<file path="src/rtl/mem_access_unit.sv">
// mem_access_unit: MEM-stage load/store engine driving a req/gnt/rvalid data-memory port
module mem_access_unit (
  input  logic        clk,
  input  logic        rst,
  input  logic        M_mem_read,
  input  logic        M_mem_write,
  input  logic [2:0]  M_funct3,
  input  logic [31:0] M_alu_out,
  input  logic [31:0] M_rs2_data,
  output logic        M_stall,
  output logic        M_misaligned,
  output logic [31:0] M_ld_data,
  output logic        dm_req,
  output logic [3:0]  dm_we,
  output logic [31:0] dm_addr,
  output logic [31:0] dm_wdata,
  input  logic        dm_gnt,
  input  logic        dm_rvalid,
  input  logic [31:0] dm_rdata
);
  typedef enum logic [1:0] {IDLE, REQ, WAIT, DONE} state_t;
  state_t state_q, state_d;
  logic [3:0] we_q, we_d, we_c;
  logic [31:0] addr_q, addr_d, wdata_q, wdata_d, wdata_c, ld_q, ld_d;
  logic [1:0] off_q, off_d;
  logic acc, is_b, is_h, start;
  always_comb begin
    is_b = M_funct3[1:0] == 2'b00;
    is_h = M_funct3[1:0] == 2'b01;
    acc = M_mem_read | M_mem_write;
    M_misaligned = state_q == IDLE && acc &&
                   (is_h ? M_alu_out[0] : !is_b && M_alu_out[1:0] != 2'b00);
    // reset also masks a start so dm_req drops at once even with MEM inputs held
    start = !rst && state_q == IDLE && acc && !M_misaligned;
    we_c = !M_mem_write ? 4'b0000 : is_b ? 4'b0001 << M_alu_out[1:0] :
           is_h ? 4'b0011 << M_alu_out[1:0] : 4'b1111;
    wdata_c = !M_mem_write ? 32'h0 : is_b ? {4{M_rs2_data[7:0]}} :
              is_h ? {2{M_rs2_data[15:0]}} : M_rs2_data;
    dm_req = start || state_q == REQ;
    dm_we = start ? we_c : state_q == REQ ? we_q : 4'b0000;
    dm_addr = start ? {M_alu_out[31:2], 2'b00} : addr_q;
    dm_wdata = start ? wdata_c : wdata_q;
    M_stall = start || state_q == REQ || state_q == WAIT;
    we_d = start ? we_c : we_q;
    addr_d = start ? {M_alu_out[31:2], 2'b00} : addr_q;
    wdata_d = start ? wdata_c : wdata_q;
    off_d = start ? M_alu_out[1:0] : off_q;
    // a zero byte-enable pattern marks the captured access as a load
    ld_d = state_q == WAIT && dm_rvalid && we_q == 4'b0000 ? dm_rdata >> {off_q, 3'b000} : ld_q;
    state_d = state_q == IDLE ? (start ? (dm_gnt ? WAIT : REQ) : IDLE) :
              state_q == REQ  ? (dm_gnt ? WAIT : REQ) :
              state_q == WAIT ? (dm_rvalid ? DONE : WAIT) : IDLE;
    M_ld_data = ld_q;
  end
  always_ff @(posedge clk or posedge rst) begin
    if (rst) begin
      state_q <= IDLE;
      we_q <= 4'b0000;
      addr_q <= 32'h0;
      wdata_q <= 32'h0;
      off_q <= 2'b00;
      ld_q <= 32'h0;
    end else begin
      state_q <= state_d;
      we_q <= we_d;
      addr_q <= addr_d;
      wdata_q <= wdata_d;
      off_q <= off_d;
      ld_q <= ld_d;
    end
  end
endmodule

</file>
<file path="config.mk">
export PLATFORM = sky130hd
export DESIGN_NAME = mem_access_unit
export DESIGN_NICKNAME = d
export VERILOG_FILES = /design/src/rtl/mem_access_unit.sv
export SDC_FILE = /design/constraint.sdc
export NUM_CORES = 1
export LEC_CHECK = 0
export CORE_ASPECT_RATIO = 1.75
export CORE_MARGIN = 1
export CORE_UTILIZATION = 30
export CTS_BUF_LIST = sky130_fd_sc_hd__clkbuf_16
export DETAILED_ROUTE_END_ITERATION = 8
export DONT_BUFFER_PORTS = 1
export GPL_TIMING_DRIVEN = 1
export PLACE_DENSITY = 0.4
export REMOVE_ABC_BUFFERS = 1
export SLEW_MARGIN = 20
export SYNTH_ARGS = -nofsm -noshare
export SYNTH_HDL_FRONTEND = slang
export SYNTH_SLANG_ARGS = --single-unit
</file>
<file path="constraint.sdc">
create_clock -name clk -period 9.9 [get_ports clk]
set_input_delay 1.98 -clock clk [delete_from_list [all_inputs] [get_ports clk]]
set_output_delay 1.98 -clock clk [all_outputs]
set_load 0.01 [all_outputs]
</file>
==> flow_metrics.tcl, run 1 <==
set metrics [dict create \
    layout.nets 576 \
    crit_type "in2out" \
    powerDensity_nw_per_um2 309 \
    p_int_uw 1030 \
    syn_to_final_growth_pct 8.61 \
    route.met3.wl_um 900 \
    p_clk_share_pct 20.1 \
    ys_warn_count 0 \
    yosys.area_share.simple_pct 10.3 \
    first_global_vias 3633 \
    cts_sinks 104 \
    num_io_pins 208 \
    final-seq-area_um2 2600 \
    synth_top_area_share_pct 51.2 \
    max-cap-violations 0 \
    min_path_type "reg2reg" \
    fillers 1756 \
    core_area_um2 16500 \
    cts_tree "built" \
    cts_setup_buffers 0 \
    layout_common_cells "104 x dfrtp_1, 97 x o21ai_0, 78 x nand2_1" \
    clk_pin_slew_ns 0.08 \
    synth_top_cell_by_area "dfrtp_1" \
    grt_usage_pct 15.1 \
    leakage_uw 0.00249 \
    dieArea_um2 17500 \
    synth_top_family_by_area "multiplexers" \
    fin_crit_ns 6.45 \
    clockBufferDepth 2 \
    yosysSeqAreaShare_pct 51.2 \
    synth_xor_area_share_pct 0 \
    ys_ff_latch 104 \
    maxUsedRoutingLayer "met4" \
    die_y_um 174 \
    p_sw_uw 676 \
    syn_inst 488 \
    grt_pass1_wl_um 20300 \
    critPathLaunchType "input port" \
    synth.area.top_cells "dfrtp_1 51%, o21ai_0 9.5%, mux2_4 7.7%" \
    final_common_cell "dfrtp_1" \
    muxShareOfSynthArea_pct 18.6 \
    ant_nets 0 \
    wl_per_cell_um 18.8 \
    dpl.hpwl_um 9040 \
    viasPerCell 5.02 \
    arrival_ns 4.47 \
    syn_area_um2 5090 \
    final_area_um2 5530 \
    yosysUniqueCellTypes 32 \
    worstMarginPinSlew_ns 0.884 \
    endpoint_kind "output port" \
    slew_viol_final 0 \
    gp_congestion 0.704 \
    max_slew_margin_pct 40.8 \
    ctsResizeCount 0 \
    start_util_pct 30.8 \
    cts-root-buf "clkbuf_16" \
    drive_above_1_share_pct 16.9 \
    fmax_mhz 155 \
    power_frac_seq_pct 44.1 \
    drc_errors 0 \
    synth-compound-area-share_pct 15.2 \
    die_w_um 100 \
    m1WireLength_um 4930 \
    ctsHoldBuffers 0 \
    cts.htree.levels 3 \
    final-hold-violation-count 0 \
    rsz0062_at_grt "false" \
    setup_violations 0 \
    dr.pass1.iters 6 \
    period_share_pct 65.1 \
    cts_buffers 9 \
    finClkSkew_ns 0.0125 \
    wirelength_um 13100 \
    crit_required_ns 7.92 \
    vias 3497 \
    switching_share_pct 39.5 \
    status "finished clean" \
    synth_edf_count 0 \
    syn_area_per_cell_um2 10.4 \
    multi_input_area_um2 2300 \
    p_comb_share_pct 35.8 \
    floorplan.rows 62 \
    tns_ns 0 \
    clk-insertion-delay-late_ns 0.34 \
    yosys.area_share.adder_pct 0.984 \
    wl_met2_um 7100 \
    setup_slack_ns 3.45 \
    antenna_found_initial 1 \
    synth-async-reset-ratio_pct 100 \
    grt_max_degree 61 \
    synthFlopType "dfrtp_1" \
    grt.overflow.total 0 \
    cp_max_fo 60 \
    place_area_um2 5240 \
    drt_iter0_markers 93 \
    pre_cts_ws_ns 3.41 \
    max-vdd-ir-drop_uv 116 \
    io_buffer_count 0 \
]
[state kept, by name (all words and copies together) (netlist names)]
signal / cells
wdata_q: 32
M_ld_data: 32
we_q: 4
state_q: 2
addr_q: 32
off_q: 2
[logic make-up (layout without fill, tap and decap cells)]
kind of cell,after synthesis,after routing
buf+inv,41,25
simple gates,119,119
mux,78,78
other cells,0,1
fa+ha+maj,4,4
compound gates,142,142
flops,104,104
[metrics by stage]
step / power [uW] / cells / hold slack, ns / util [%]
floorplan: 1220 / 450 / 0.473 / -
global placement: 1380 / 680 / 0.494 / 31.7
detailed placement: 1390 / 680 / 0.503 / 31.7
CTS: 1750 / 696 / 0.521 / 33.4
global route: 1840 / 697 / 0.544 / 33.4
finish: 1710 / 697 / 0.517 / 33.4
[cell usage after synthesis (all sizes together) (2+ instances only)]
library cell and n:
and2 2, a211oi 10, a21oi 19, inv 3, mux2 54, nand2 78
a21o 6, clkbuf 30, o21ai 98, o31ai 8, or3 2, nor2b 13
mux2i 24, ha 4, buf 8, or2 2, dfrtp 104, nor3 3
nor2 13
[power by group through the flow]
stage          Clock (uW)  Sequential, uW  Combinational, uW
3_5_place_dp            0             766                625
2_1_floorplan           0             753                468
3_3_place_gp            0             761                621
5_1_grt               384             781                677
6_report              343             754                612
4_1_cts               363             759                627
[final timing paths]
| check | slack, ns | to | start | cells past startpoint |
|---|---|---|---|---|
| min reg2reg | 0.52 | we_q[2]$_DFFE_PP0P_ | we_q[2]$_DFFE_PP0P_ | 1 |
| max | 3.45 | dm_wdata[29] | M_alu_out[1] | 7 |
| min | 0.52 | we_q[2]$_DFFE_PP0P_ | we_q[2]$_DFFE_PP0P_ | 1 |
| min in group asynchronous | 1.56 | state_q[1]$_DFF_PP0_ | rst | 1 |
| max reg2reg | 7.39 | wdata_q[29]$_DFF_PP0_ | state_q[0]$_DFF_PP0_ | 5 |
| max in group asynchronous | 7.11 | M_ld_data[4]$_DFFE_PP0P_ | rst | 2 |
[critical path, stage by stage]
cell and delay (ns):
inv_1 0.08, ha_1 0.20, nor2b_1 0.07, or3_4 0.51, or2_2 0.52, buf_4 0.41
o21ai_0 0.64
[layout make-up]
type                       count  area share [%]
antenna                        1          0.0453
multi-input combinational    343            41.6
tap                          224            5.07
clock buffer                   9            4.08
sequential                   104            47.1
inverter                       3           0.249
clock inverter                 7           0.996
timing repair buffer           6           0.815
[layer usage]
layer | GRT usage (%) | vias up
li1 | - | 1642
met1 | 16.5 | 1726
met2 | 27.3 | 121
met3 | 4.26 | 8
met4 | 5.25 | 0
met5 | 0 | -
Power figures use the tool's default switching activity.
==> run 2, diff against run 1 <==
clock period = 6.75 ns   (was 9.9 ns; I/O delays follow)
==> run 2 against run 1 <==
  * Clock-buffer cell count unchanged
  * Critical path depth unchanged
  * Wire length up 1.6%
  * Hold slack worse by 0.0034 ns
  * Sequential share of layout area is 0.19 points lower
  * First-iteration DRC count increased by 3.2%
  * Sequential power is 46% higher
  * Clock skew fell by 0.0050 ns
  * Combinational power rose by 50%
  * Non-clock buffer count is the same
  * Highest routed layer unchanged
==> flow_metrics.tcl, run 2 (same netlist as run 1, synthesis figures left out) <==
set metrics [dict create \
    critPathLaunchType "input port" \
    cts.htree.levels 3 \
    dpl.hpwl_um 9160 \
    grt.overflow.total 0 \
    period_share_pct 76.1 \
    dr.pass1.iters 4 \
    io_buffer_count 0 \
    syn_to_final_growth_pct 9.05 \
    max_slew_margin_pct 37.5 \
    clockBufferDepth 2 \
    clk_pin_slew_ns 0.07 \
    die_y_um 174 \
    wirelength_um 13300 \
    layout.cells.non_filler 695 \
    cts_buffers 9 \
    fmax_mhz 195 \
    drive_above_1_share_pct 17.2 \
    drt_iter0_markers 96 \
    cp_max_fo 40 \
    drc_errors 0 \
    place_area_um2 5260 \
    crit_required_ns 5.40 \
    endpoint_kind "output port" \
    cts_setup_buffers 0 \
    diodes 0 \
    grt_pass1_wl_um 20300 \
    worstMarginPinSlew_ns 0.934 \
    tns_ns 0 \
    final_area_um2 5550 \
    setup_violations 0 \
    cts-root-buf "clkbuf_16" \
    grt_max_degree 61 \
    power_uw 2540 \
    finClkSkew_ns 0.00752 \
    viasPerCell 5.09 \
    core_area_um2 16500 \
    clk-insertion-delay-late_ns 0.34 \
    grt_usage_pct 15.2 \
    leakage_uw 0.00250 \
    ant_nets 0 \
    final_common_cell "dfrtp_1" \
    min_path_type "reg2reg" \
    cts_tree "built" \
    arrival_ns 3.78 \
    start_util_pct 30.8 \
    ctsResizeCount 0 \
    floorplan.rows 62 \
    wl_per_cell_um 19.2 \
    num_io_pins 208 \
    vias 3535 \
    dieArea_um2 17500 \
    dp_cells 680 \
    gp_congestion 0.700 \
    first_global_vias 3623 \
    antenna_found_initial 0 \
    slew_viol_final 0 \
    status "finished clean" \
    final-hold-violation-count 0 \
    powerDensity_nw_per_um2 459 \
    ctsHoldBuffers 0 \
    crit_type "in2out" \
    fin_crit_ns 5.13 \
    max-cap-violations 0 \
    rsz0062_at_grt "false" \
    max-vdd-ir-drop_uv 163 \
    layout_common_cells "104 x dfrtp_1, 97 x o21ai_0, 78 x nand2_1" \
    layout.nets 576 \
    cts_sinks 104 \
    die_w_um 100 \
]
-- run 2: cell count changes in the layout (fill, tap and decap cells not counted), moves of 2 or more --
cell      delta
clkinv_1     -2
inv_6        +2
inv_8        -2
clkinv_4     -2
-- run 2: layout make-up --
class                           instances  area, um^2
Inverter                                3        13.8
Fill cell                            1745       11000
Clock inverter                          6        67.6
Sequential cell                       104        2600
Clock buffer                            9         225
Timing Repair Buffer                    6        57.6
Tap cell                              224         280
Multi-Input combinational cell        343        2300
-- run 2: through the flow --
stage               hold WS, ns  worst slack [ns]  utilization [%]
floorplan                 0.473             0.892                -
global placement          0.493              1.64             31.8
global route              0.538              1.45             33.6
detailed placement        0.503              1.61             31.8
CTS                       0.521              1.61             33.6
finish                    0.514              1.62             33.6
-- run 2: report_power, final --
group,internal [uW],switching [uW]
registers,915,182
clock network,288,244
logic,350,566
-- run 2: path summary, 6_finish.rpt --
check	startpoint	endpoint	slack (ns)	depth (start not counted)
max in group asynchronous	rst	addr_q[18]$_DFF_PP0_	4.58	2
max reg2reg	state_q[0]$_DFF_PP0_	wdata_q[27]$_DFF_PP0_	4.32	5
min in group asynchronous	rst	wdata_q[30]$_DFF_PP0_	0.93	1
max	M_alu_out[0]	dm_addr[2]	1.62	7
min	we_q[2]$_DFFE_PP0P_	we_q[2]$_DFFE_PP0P_	0.51	1
min reg2reg	we_q[2]$_DFFE_PP0P_	we_q[2]$_DFFE_PP0P_	0.51	1
-- run 2: critical path: stages --
cell and delay (ns):
inv_1 0.05, ha_1 0.23, nor2b_1 0.18, or3_4 0.40
or2_2 0.78, buf_12 0.32, mux2_2 0.41
-- run 2: per-layer routing --
layer	part of all wire (%)	global-route usage [%]	wire length (um)
met1	37	16.2	4860
met2	54	27.4	7150
met3	7.7	4.54	1020
met4	2.1	5.86	276
met5	0	0	0
